File: src/rtl/oled_init_sequencer.sv
// SSD1331 PmodOLEDrgb power-up and init sequencer.
// Sequences power/reset pins, then streams the startup command ROM over valid/ready.
module oled_init_sequencer #(
    parameter int NUM_COMMANDS  = 25,
    parameter int VCC_CMD_INDEX = 24,
    parameter int PWR_DELAY     = 2_000_000,
    parameter int RES_CYCLES    = 300,
    parameter int VCC_DELAY     = 2_500_000,
    parameter int FINAL_DELAY   = 10_000_000
) (
    input  logic         clk_in,
    input  logic         rst_in,
    input  logic         start_in,
    output logic [4:0]   command_out,
    input  logic [3:0]   comm_length_in,
    input  logic [119:0] comm_data_in,
    output logic [7:0]   byte_out,
    output logic         byte_valid_out,
    input  logic         byte_ready_in,
    output logic         dc_out,
    output logic         res_n_out,
    output logic         vccen_out,
    output logic         pmoden_out,
    output logic         busy_out,
    output logic         done_out
);

    typedef enum logic [3:0] {
        IDLE, PWR_WAIT, RES_LOW, RES_HIGH, LOAD,
        SEND, NEXT, VCC_WAIT, FINAL_WAIT, DONE
    } state_t;

    localparam logic [31:0] PWR_LD   = 32'(PWR_DELAY - 1);
    localparam logic [31:0] RES_LD   = 32'(RES_CYCLES - 1);
    localparam logic [31:0] VCC_LD   = 32'(VCC_DELAY - 1);
    localparam logic [31:0] FINAL_LD = 32'(FINAL_DELAY - 1);
    localparam logic [4:0]  LAST_CMD = 5'(NUM_COMMANDS - 1);
    localparam logic [4:0]  VCC_CMD  = 5'(VCC_CMD_INDEX);

    state_t        state_q, state_d;
    logic [31:0]   cnt_q, cnt_d;
    logic [4:0]    cmd_q, cmd_d;
    logic [3:0]    len_q, len_d;
    logic [119:0]  data_q, data_d;
    logic [3:0]    idx_q, idx_d;
    logic [7:0]    byte_q, byte_d;
    logic          valid_q, valid_d;
    logic          res_n_q, res_n_d;
    logic          vccen_q, vccen_d;
    logic          pmoden_q, pmoden_d;
    logic          busy_q, busy_d;
    logic          done_q, done_d;

    logic [3:0]    nxt_idx;
    logic [119:0]  shifted;

    // Next byte is taken from the latched copy, MSB-first.
    assign nxt_idx = idx_q + 4'd1;
    assign shifted = data_q << {nxt_idx, 3'b000};

    always_ff @(posedge clk_in) begin
        if (rst_in) begin
            state_q  <= IDLE;
            cnt_q    <= '0;
            cmd_q    <= '0;
            len_q    <= '0;
            data_q   <= '0;
            idx_q    <= '0;
            byte_q   <= '0;
            valid_q  <= 1'b0;
            res_n_q  <= 1'b1;
            vccen_q  <= 1'b0;
            pmoden_q <= 1'b0;
            busy_q   <= 1'b0;
            done_q   <= 1'b0;
        end else begin
            state_q  <= state_d;
            cnt_q    <= cnt_d;
            cmd_q    <= cmd_d;
            len_q    <= len_d;
            data_q   <= data_d;
            idx_q    <= idx_d;
            byte_q   <= byte_d;
            valid_q  <= valid_d;
            res_n_q  <= res_n_d;
            vccen_q  <= vccen_d;
            pmoden_q <= pmoden_d;
            busy_q   <= busy_d;
            done_q   <= done_d;
        end
    end

    always_comb begin
        state_d  = state_q;
        cnt_d    = cnt_q;
        cmd_d    = cmd_q;
        len_d    = len_q;
        data_d   = data_q;
        idx_d    = idx_q;
        byte_d   = byte_q;
        valid_d  = valid_q;
        res_n_d  = res_n_q;
        vccen_d  = vccen_q;
        pmoden_d = pmoden_q;
        busy_d   = busy_q;
        done_d   = done_q;
        unique case (state_q)
            IDLE, DONE: begin
                if (start_in) begin
                    state_d  = PWR_WAIT;
                    cnt_d    = PWR_LD;
                    pmoden_d = 1'b1;
                    vccen_d  = 1'b0;
                    res_n_d  = 1'b1;
                    busy_d   = 1'b1;
                    done_d   = 1'b0;
                end
            end
            PWR_WAIT: begin
                if (cnt_q == 32'd0) begin
                    state_d = RES_LOW;
                    cnt_d   = RES_LD;
                    res_n_d = 1'b0;
                end else begin
                    cnt_d = cnt_q - 32'd1;
                end
            end
            RES_LOW: begin
                if (cnt_q == 32'd0) begin
                    state_d = RES_HIGH;
                    cnt_d   = RES_LD;
                    res_n_d = 1'b1;
                end else begin
                    cnt_d = cnt_q - 32'd1;
                end
            end
            RES_HIGH: begin
                if (cnt_q == 32'd0) begin
                    state_d = LOAD;
                    cmd_d   = 5'd0;
                end else begin
                    cnt_d = cnt_q - 32'd1;
                end
            end
            LOAD: begin
                len_d  = comm_length_in;
                data_d = comm_data_in;
                idx_d  = 4'd0;
                if (comm_length_in == 4'd0) begin
                    state_d = NEXT;
                end else begin
                    state_d = SEND;
                    byte_d  = comm_data_in[119:112];
                    valid_d = 1'b1;
                end
            end
            SEND: begin
                if (valid_q && byte_ready_in) begin
                    if (idx_q == len_q - 4'd1) begin
                        valid_d = 1'b0;
                        state_d = NEXT;
                    end else begin
                        idx_d  = nxt_idx;
                        byte_d = shifted[119:112];
                    end
                end
            end
            NEXT: begin
                if (cmd_q == LAST_CMD) begin
                    state_d = FINAL_WAIT;
                    cnt_d   = FINAL_LD;
                end else if (cmd_q + 5'd1 == VCC_CMD) begin
                    state_d = VCC_WAIT;
                    cnt_d   = VCC_LD;
                    vccen_d = 1'b1;
                end else begin
                    state_d = LOAD;
                    cmd_d   = cmd_q + 5'd1;
                end
            end
            VCC_WAIT: begin
                if (cnt_q == 32'd0) begin
                    state_d = LOAD;
                    cmd_d   = VCC_CMD;
                end else begin
                    cnt_d = cnt_q - 32'd1;
                end
            end
            FINAL_WAIT: begin
                if (cnt_q == 32'd0) begin
                    state_d = DONE;
                    busy_d  = 1'b0;
                    done_d  = 1'b1;
                end else begin
                    cnt_d = cnt_q - 32'd1;
                end
            end
            default: state_d = IDLE;
        endcase
    end

    assign command_out    = cmd_q;
    assign byte_out       = byte_q;
    assign byte_valid_out = valid_q;
    assign dc_out         = 1'b0;
    assign res_n_out      = res_n_q;
    assign vccen_out      = vccen_q;
    assign pmoden_out     = pmoden_q;
    assign busy_out       = busy_q;
    assign done_out       = done_q;

endmodule

File: config.mk
export PLATFORM = sky130hd
export DESIGN_NAME = oled_init_sequencer
export DESIGN_NICKNAME = d
export VERILOG_FILES = /design/src/rtl/oled_init_sequencer.sv
export SDC_FILE = /design/constraint.sdc
export NUM_CORES = 1
export LEC_CHECK = 0
export CORE_ASPECT_RATIO = 1.25
export CORE_MARGIN = 8
export CORE_UTILIZATION = 54
export CTS_BUF_LIST = sky130_fd_sc_hd__clkbuf_4 sky130_fd_sc_hd__clkbuf_8 sky130_fd_sc_hd__clkbuf_16
export CTS_CLUSTER_DIAMETER = 100
export DETAILED_ROUTE_END_ITERATION = 6
export HOLD_SLACK_MARGIN = 0.1
export PLACE_DENSITY = 0.92
export SLEW_MARGIN = 20
export SYNTH_ARGS = -nofsm -noshare
export SYNTH_HDL_FRONTEND = slang
export SYNTH_SLANG_ARGS = --single-unit
File: constraint.sdc
create_clock -name clk_in -period 3.05 [get_ports clk_in]
set_input_delay 0.61 -clock clk_in [delete_from_list [all_inputs] [get_ports clk_in]]
set_output_delay 0.61 -clock clk_in [all_outputs]
set_load 0.02 [all_outputs]
* After elaboration in Yosys (flattened, before gate mapping)
Cells that the tools add are included.
Storage, ports and cells: word-level logic and storage cells 113, register bits 183, output and inout bits 20
Operators by class: shift operators 1, add/subtract/negate cells 4, eq/ne operators 28, reduce and logical (&&, ||, !) cells 24, muxes and demuxes 43
Operators by type and width (count):
- 32-bit two-way mux | 5
- 32-bit case mux with 4 select lines | 1
- 120-bit by 7-bit left shift with 120-bit output | 1
- 4-bit two-way mux | 10
- 32-bit logical NOT | 1
- 4-bit case mux with 8 select lines | 1
- 32-bit by 1-bit subtractor with 32-bit output (second input constant) | 1
- 2-bit != test (second input constant) | 14
- 8-bit two-way mux | 3
- 5-bit two-way mux | 4
- 4-bit AND reduction | 5
- 4-bit by 3-bit equality test with 1-bit output (second input constant) | 4
- 8-bit case mux with 2 select lines | 1
- 5-bit case mux with 3 select lines | 1
- 5-bit equality test (second input constant) | 2
- 1-bit two-way mux | 9
- 4-bit by 2-bit equality test with 1-bit output (second input constant) | 2
- 4-bit equality test (second input constant) | 2
- 4-bit logical NOT | 2
- 1-bit case mux with 2 select lines | 4
- 4-bit case mux with 2 select lines | 1
- 7-bit AND reduction | 1
- 3-bit AND reduction | 2
- 2-bit nonzero test | 3
- 16 further kinds | 20

* Depth between registers and ports, before layout
depth after elaboration 5, depth in mapped cells 10, mapped depth without buffers 8

* Least setup slack after synthesis
OpenSTA, ideal clock, no wires.
kind register -> register, start point reg cmd_q[1] (netlist: command_out[1]), end point reg cnt_q[9], path buffers 2, data arrival time 2.501 ns, required time 2.961 ns, setup slack 0.460 ns, setup time 0.089 ns, clock period less this slack 2.590 ns, cell stages (with the launch flop) 10, path through dfxtp_1 > ha_1 > nand3_1 > a2111oi_4 > a311oi_2 > a211o_1 > buf_6 > or3_1 > buf_6 > o32ai_2
Between the ends: cells in the longest elaborated chain, start to end 4, elaborated cells on any way between the ends 7, those cells by class 1 x add/sub; 3 x eq/ne; 2 x mux; 1 x reduce/logical
RTL lines:
- start, declared | RTL line 42 | logic [4:0] cmd_q, cmd_d;
- start signal, assigned | RTL line 79 | cmd_q <= cmd_d;
- 5-bit by 1-bit adder with 5-bit output | RTL line 172 | end else if (cmd_q + 5'd1 == VCC_CMD) begin
- 5-bit equality test | RTL line 172
- 3-bit != test (no source line)
- 4-bit AND reduction (no source line)
- end signal, assigned | RTL line 78 | cnt_q <= cnt_d;
- end, declared | RTL line 41 | logic [31:0] cnt_q, cnt_d;
Parallel ways exist; a longest one is shown, timed or not. A chain may end at the register's enable or synchronous reset.

* Final worst setup path
start point reg idx_q[1], end point reg byte_q[6] (netlist: byte_out[6])
Between the ends: cells in the longest elaborated chain, start to end 5, elaborated cells on any way between the ends 8, those cells by class 1 x add/sub; 2 x eq/ne; 1 x shift; 3 x mux; 1 x reduce/logical
RTL lines:
- start, declared | RTL line 45 | logic [3:0] idx_q, idx_d;
- start signal, assigned | RTL line 82 | idx_q <= idx_d;
- 4-bit by 1-bit adder with 4-bit output | RTL line 58 | assign nxt_idx = idx_q + 4'd1;
- 120-bit by 7-bit left shift with 120-bit output | RTL line 59 | assign shifted = data_q << {nxt_idx, 3'b000};
- 8-bit two-way mux | RTL line 159 | if (idx_q == len_q - 4'd1) begin
- 8-bit two-way mux | RTL line 158 | if (valid_q && byte_ready_in) begin
- 8-bit case mux with 2 select lines | RTL line 107 | unique case (state_q)
- end signal, assigned | RTL line 83 | byte_q <= byte_d;
- end, declared | RTL line 46 | logic [7:0] byte_q, byte_d;
Parallel ways exist; a longest one is shown, timed or not. The select of a mux whose other input is x is not followed.

==> flow_summary_export.csv <==
group,metric,value,unit
cts,cts_num_sinks,183,
layout,drive_gt1_share,10.9,%
sta,max-slew-margin-rel,52.6,%
worst_hold_path,timing.hold.worst.start,"data_q[56]",
global_route,grt_pass1_vias,8935,
yosys,syn-cell-area,9110,sq um
worst_setup_path,critPathMaxStageDelay,0.56,ns
floorplan,die_y,161,um
worst_setup_path,path_buf_inv,1,
worst_setup_path,largest_fanout_of_any_net_on_the_critical_path,16,
power,power_density,647,nW/um^2
power,p_switching,2.73,mW
sta,finalSetupTns,0,ns
sta,hold_viol_final,0,
worst_setup_path,crit_family,"XOR/XNOR gates",
routing,routedWlPerCell,19.4,um
yosys,syn-num-nets,1253,
yosys,synthDominantCellAreaShare,40.2,%
worst_setup_path,worst-endpoint-arrival,3.05,ns
layout,antenna-diode-count,0,
sta,rsz0062_at_grt,"false",
floorplan,start_util,54.7,%
yosys,asyncSetResetFlopFracSynth,0,%
cts,worst_skew_pair.late_latency,0.44,ns
cts,clk_root_buffer_cell,"sky130_fd_sc_hd__clkbuf_16",
power,clockPowerShare,30.9,%
yosys,synth_top_flop_cell,"sky130_fd_sc_hd__dfxtp_1",
yosys,syn-instance-count,1118,
routing,post_detailed_route_drc_marker_count,0,
sta,clock-skew-final,0.00864,ns
global_route,most_utilized_layer_in_the_global_route_result,"met2",
power,cellInternalPower,4.62,mW
worst_setup_path,reg2reg_slack,0.36,ns
worst_setup_path,worstSetupPathType,"register to register",
worst_setup_path,endpoint_of_the_worst_slack_reg_to_reg_timing_path,"byte_out[6]",
layout,final_net_count,1365,
cts,max_buffers_root_to_sink,2,
yosys,seq_area_frac_synth,40.2,%
power,p_leak,3.79,nW
yosys,synth-seq-cells,183,
global_route,grt_pass1_wl,45600,um
floorplan,die-area,21300,sq um
floorplan,core.rowCount,53,
floorplan,boundaryPins,148,
routing,route.final.wire_length,28300,um
yosys,synth_edf_count,0,
cts,hold_fix_buffers_at_cts,0,
power,power.sequential.fraction,37.5,%
cts,cts_max_level,4,
worst_setup_path,regToRegStartpoint,"idx_q[1]",
worst_setup_path,cp.depth,8,
global_route,grt_util_all_layers,26.1,%
sta,clock.fmax,0.372,GHz
sta,max_slew.worst_pin.slew,0.711,ns
yosys,synth_top_cell_by_area,"sky130_fd_sc_hd__dfxtp_1",
worst_setup_path,reg2reg_path_depth,8,
worst_hold_path,worst_hold_path.num_cells,2,
sta,report.final.setup_viol,0,
yosys,yosysWarnings,0,
global_route,gr-usage-met2,44.2,%
cts,cts_buffers,17,
routing,vias,9086,
place,post-dp-hpwl,18900,um
power,power.combinational.fraction,31.6,%
layout,layout.cells.most_common,"sky130_fd_sc_hd__nand2_1",
worst_hold_path,holdCritPathClass,"register to register",
job,cap_viol_max_count,0,
worst_setup_path,cp-start-kind,"register",
power,worst_ir_drop_vdd,0.000456,V
layout,layout.cells.most_common_list,"sky130_fd_sc_hd__nand2_1 (286), sky130_fd_sc_hd__dfxtp_1 (182), sky130_fd_sc_hd__a21oi_1 (177)",
worst_setup_path,cp_data_required_time,3.41,ns
routing,first_iter_violations,1086,
layout,finalCoreUtilization,68.2,%
worst_hold_path,hold_path_end,"data_q[56]",
routing,final_antenna_violating_net_count,0,
sta,period_minus_slack,2.69,ns
yosys,synth.avg_cell_area,8.15,sq um
global_route,grt_start_max_net_pins,125,
yosys,synth.area.top_cells,"sky130_fd_sc_hd__dfxtp_1 (40%), sky130_fd_sc_hd__nand2_1 (12%), sky130_fd_sc_hd__a21oi_1 (9.7%), sky130_fd_sc_hd__mux4_2 (5.9%), sky130_fd_sc_hd__nor3_1 (2.1%)",
routing,drt-vias-per-instance,6.21,
worst_setup_path,critical-path-top-cell-by-count,"sky130_fd_sc_hd__nor3_1",
cts,post_cts.repair.setup_buffers,0,
power,p_sw_share,37.1,%
floorplan,fp.dieW,132,um
global_route,grt_antenna_before_repair,0,
sta,layout_worst_path_cycle_share,88.2,%
sta,max_transition_viols_final,0,
global_route,gr-usage-met3,6.37,%
place,port_buffers,146,
layout,area_growth,24.6,%
run_status,run_status,"finished clean",
cts,clkSlewWorstSetupHoldPaths,0.07,ns
floorplan,core_area,16600,sq um
global_route,gr-usage-met1,29.5,%
worst_setup_path,cpMaxStageDelayCell,"sky130_fd_sc_hd__xor2_4",
routing,detailedRoute.firstPassIterationCount,6,
place,place_congestion,0.940,
worst_setup_path,critical_path.cell_chain,"ha_1 -> xor2_4 -> buf_4 -> mux4_2 -> nor2_1 -> a211oi_1 -> nor3_1 -> nor3_1",
global_route,globalRouteOverflowTotal,0,
cts,cts_repair_resize_count,0,
worst_setup_path,critPathCaptureType,"register",
cts,clock_tree_from_tritoncts,"built",
yosys,netlist-cell-type-count,79,
[final cells by class]
| cell class | instances | area [sq um] |
|---|---|---|
| well taps | 220 | 275 |
| clock inverters | 15 | 176 |
| flip-flops and latches | 183 | 3660 |
| inverters | 21 | 78.8 |
| fillers | 1202 | 5300 |
| repair buffers | 177 | 1730 |
| multi-input cells | 830 | 5000 |
| clock buffers | 17 | 425 |
[state kept, by name, summed over array words and instances, names as in the netlist]
name and flops:
vccen_out 1, command_out 5, done_out 1, state_q 4
byte_valid_out 1, pmoden_out 1, byte_out 8, busy_out 1
len_q 4, data_q 120, res_n_out 1, idx_q 4
cnt_q 32
[kinds of logic after synthesis]
| logic type | synth area share (%) |
|---|---|
| fa+ha+maj | 0.962 |
| simple gates | 24.2 |
| other cells | 0.0412 |
| mux | 8.05 |
| xor+xnor | 1.03 |
| compound gates | 20.2 |
| buf+inv | 5.26 |
| flops | 40.2 |
[worst max path at each step]
| stage | end | from | slack [ns] |
|---|---|---|---|
| 4_1_cts | cnt_q[9] | command_out[1] | 0.42 |
| 6_report | byte_out[6] | idx_q[1] | 0.36 |
| 5_1_grt | cnt_q[9] | command_out[1] | 0.19 |
| 3_5_place_dp | cnt_q[9] | start_in | 0.41 |
| 3_3_place_gp | cnt_q[9] | start_in | 0.45 |
| 2_1_floorplan | cnt_q[9] | command_out[1] | 0.46 |
[synthesized netlist by cell type (8+ instances only)]
library cell	instances
sky130_fd_sc_hd__a211oi_1	18
sky130_fd_sc_hd__mux2i_1	8
sky130_fd_sc_hd__dfxtp_1	183
sky130_fd_sc_hd__nand3_1	15
sky130_fd_sc_hd__o21ai_0	25
sky130_fd_sc_hd__nor3b_1	11
sky130_fd_sc_hd__nor2_1	52
sky130_fd_sc_hd__clkbuf_1	51
sky130_fd_sc_hd__mux2_2	10
sky130_fd_sc_hd__nor3_1	39
sky130_fd_sc_hd__nor4_1	11
sky130_fd_sc_hd__mux4_2	24
sky130_fd_sc_hd__o21ai_1	12
sky130_fd_sc_hd__nand2_1	287
sky130_fd_sc_hd__or3_1	9
sky130_fd_sc_hd__a31oi_1	11
sky130_fd_sc_hd__inv_1	20
sky130_fd_sc_hd__a21oi_1	177
sky130_fd_sc_hd__buf_2	20
[layer usage]
layer / vias up / part of all wire, %
met5: - / 0
met4: 0 / 5.3
met3: 118 / 8.5
met2: 513 / 50
met1: 4294 / 36
li1: 4161 / -
[per-stage QoR]
step                cells  cell area [sq um]  total power [mW]  hold WS [ns]  setup slack, ns
global route         1463              11300              7.65         0.472            0.191
CTS                  1463              11300              7.28         0.452            0.419
floorplan            1118               9110              4.40         0.432            0.460
global placement     1431              10700              4.95         0.435            0.446
finish               1463              11300              7.35         0.452            0.358
detailed placement   1431              10700              5.03         0.442            0.413
[power groups by stage]
| stage | combinational (mW) | sequential, mW | clock, mW |
|---|---|---|---|
| after global routing | 2.50 | 2.78 | 2.37 |
| after global placement | 2.17 | 2.79 | 0 |
| final | 2.32 | 2.76 | 2.27 |
| after detailed placement | 2.23 | 2.80 | 0 |
| after floorplan | 1.67 | 2.73 | 0 |
| after CTS | 2.27 | 2.75 | 2.27 |
[worst register-to-register path, cell delays in order (launching register included)]
cell	delay [ns]
sky130_fd_sc_hd__dfxtp_1	0.43
sky130_fd_sc_hd__ha_1	0.33
sky130_fd_sc_hd__xor2_4	0.56
sky130_fd_sc_hd__buf_4	0.29
sky130_fd_sc_hd__mux4_2	0.20
sky130_fd_sc_hd__nor2_1	0.05
sky130_fd_sc_hd__a211oi_1	0.47
sky130_fd_sc_hd__nor3_1	0.10
sky130_fd_sc_hd__nor3_1	0.19
No activity file was read; power rests on OpenSTA's default activity.
==> RTL edit: new RTL, config.mk and constraints unchanged <==
Encoding of `state_t`: now one-hot (10 bits for 10 states).
--- a/src/rtl/oled_init_sequencer.sv
+++ b/src/rtl/oled_init_sequencer.sv
@@ -25,9 +25,9 @@
     output logic         done_out
 );
 
-    typedef enum logic [3:0] {
-        IDLE, PWR_WAIT, RES_LOW, RES_HIGH, LOAD,
-        SEND, NEXT, VCC_WAIT, FINAL_WAIT, DONE
+    typedef enum logic [9:0] {
+        IDLE = 10'b0000000001, PWR_WAIT = 10'b0000000010, RES_LOW = 10'b0000000100, RES_HIGH = 10'b0000001000, LOAD = 10'b0000010000,
+        SEND = 10'b0000100000, NEXT = 10'b0001000000, VCC_WAIT = 10'b0010000000, FINAL_WAIT = 10'b0100000000, DONE = 10'b1000000000
     } state_t;
 
     localparam logic [31:0] PWR_LD   = 32'(PWR_DELAY - 1);
Formal check against the unedited RTL: same outputs for any inputs over 10 cycles, from zero or initial values and one cycle with rst_in high; not proved beyond that.
==> RTL edit against the unedited design <==
  * Cell area is 0.93% higher
  * Global-route usage is 1.3 points lower
  * Power is 7.7% lower
  * Area after synthesis rose by 0.88%
  * Setup slack better by 0.0065 ns
  * Critical path depth decreased by 1
  * Sequential share of layout area grew 0.75 points
  * Synthesized cell count is 0.27% lower
  * Sequential cell count grew 6
  * Critical path type unchanged
  * Routed wire length down 3.3%
==> RTL edit: results (changes against the unedited design) <==
Global route:
- The met3 layer usage reported by global route was 5.53% (-0.84 points).
- The maximum number of pins on one net before global-route repair is 180 (+44%).
- The met2 track demand over resource in global routing was 43.5% (-0.66 points).
- The met1 track demand over resource is 27.3% (-2.2 points).
- The global-route wire length before repair was 43500 microns (-4.6%).
- The initial antenna violation count is 1 (+1).
- The total global routing track utilization was 24.8% (-1.3 points).

Synth:
- After synthesis, the most frequently instantiated cells are nand2_1 (291), dfxtp_1 (189), a21oi_1 (167).
- In the post-synthesis netlist, the biggest area contributors are dfxtp_1 (41%), nand2_1 (12%), a21oi_1 (9.1%).
- The proportion of synthesized chip area in sequential cells came to 41.2% (+0.96 points).
- The number of library cell types mapped by synthesis is 68 (-14%).
- The post-synthesis net count is 1250 (-0.24%).

Status:
- The run finished with clean final reports.

Final layout:
- The net count reported at finish was 1361 (-0.29%).
- The area occupied by registers was 3780 sq um (+3.3%).
- The share of post-route cells with drive strength above 1 is 9.04% (-1.8 points).
- The number of filler cells placed in the layout is 1235 (+2.7%).

Routing:
- The via-per-instance ratio is 6.08 (-2.1%).
- The number of detailed-routing iterations run before antenna repair was 7 (+1).
- The average wire length per cell after detail routing came to 18.8 microns (-3.1%).
- The DRC marker count from the first detailed-route iteration is 872 (-20%).

Place:
- The instance area at placement was 10800 sq um (+0.79%).
- The global placement routability congestion is 0.932 (-0.83%).

Power:
- The total net switching power is 2.27 mW (-17%).
- The total leakage power is 3.98 nW (+5.2%).

Timing:
- The largest clock skew in the final design came to 0.0121 ns (+0.00348 ns).
- The transition time at the pin with the least slew margin is 0.893 ns (+0.182 ns).

Worst setup path:
- The number of cells on the worst reg-to-reg path is 7 (-1).
- The critical-path maximum fanout is 13 (-3).
[RTL edit: path summary, 6_finish.rpt]
check / startpoint / to / slack, ns
max: command_out[0] / cnt_q[9] / 0.36
min: data_q[117] / data_q[117] / 0.46
max reg2reg: command_out[0] / cnt_q[9] / 0.36
min reg2reg: data_q[117] / data_q[117] / 0.46
[RTL edit: logic make-up (layout without fill, tap and decap cells)]
logic type	after synthesis	after routing	synth area share, %
AOI/OAI and AO/OA	278	278	18.4
other	1	1	0.0408
adders and majority gates	7	7	0.953
DFF	189	189	41.2
muxes	68	68	10.8
xor gates and xnor gates	14	14	1.48
buffers and inverters	100	224	4.67
and+or+nand+nor	458	458	22.4
[RTL edit: layer usage]
metal | vias up | part of all wire (%)
met5 | - | 0.055
met4 | 2 | 4.9
met3 | 103 | 7.5
met2 | 432 | 51
met1 | 4165 | 37
li1 | 4166 | -
[RTL edit: final cells by class]
class,instances,area share (%)
clock buffer,17,3.71
clock inverter,15,1.72
inverter,19,0.623
multi-input combinational,826,43.6
sequential,189,33.0
tap,220,2.40
timing repair buffer,173,14.9
[RTL edit: stage by stage]
| step | hold slack (ns) | worst slack [ns] | std cells |
|---|---|---|---|
| 3_3_place_gp | 0.439 | 0.495 | 1427 |
| 2_1_floorplan | 0.433 | 0.768 | 1115 |
| 5_1_grt | 0.469 | 0.178 | 1459 |
| 6_report | 0.456 | 0.365 | 1459 |
| 3_5_place_dp | 0.445 | 0.443 | 1427 |
| 4_1_cts | 0.456 | 0.383 | 1459 |
[RTL edit: critical path, cell delays in order, from the launching register on]
cell	delay, ns
dfxtp_1	0.49
ha_1	0.28
nand3_1	0.14
a211oi_1	0.33
a211o_1	0.25
and2_1	0.48
nand3_1	0.36
o21ai_0	0.27
[RTL edit: power by group through the flow]
stage | clock (mW) | sequential [mW] | combinational (mW)
after CTS | 2.31 | 2.70 | 1.75
after global placement | 0 | 2.75 | 1.71
final | 2.30 | 2.70 | 1.78
after global routing | 2.40 | 2.72 | 1.92
after detailed placement | 0 | 2.75 | 1.74
after floorplan | 0 | 2.74 | 1.14
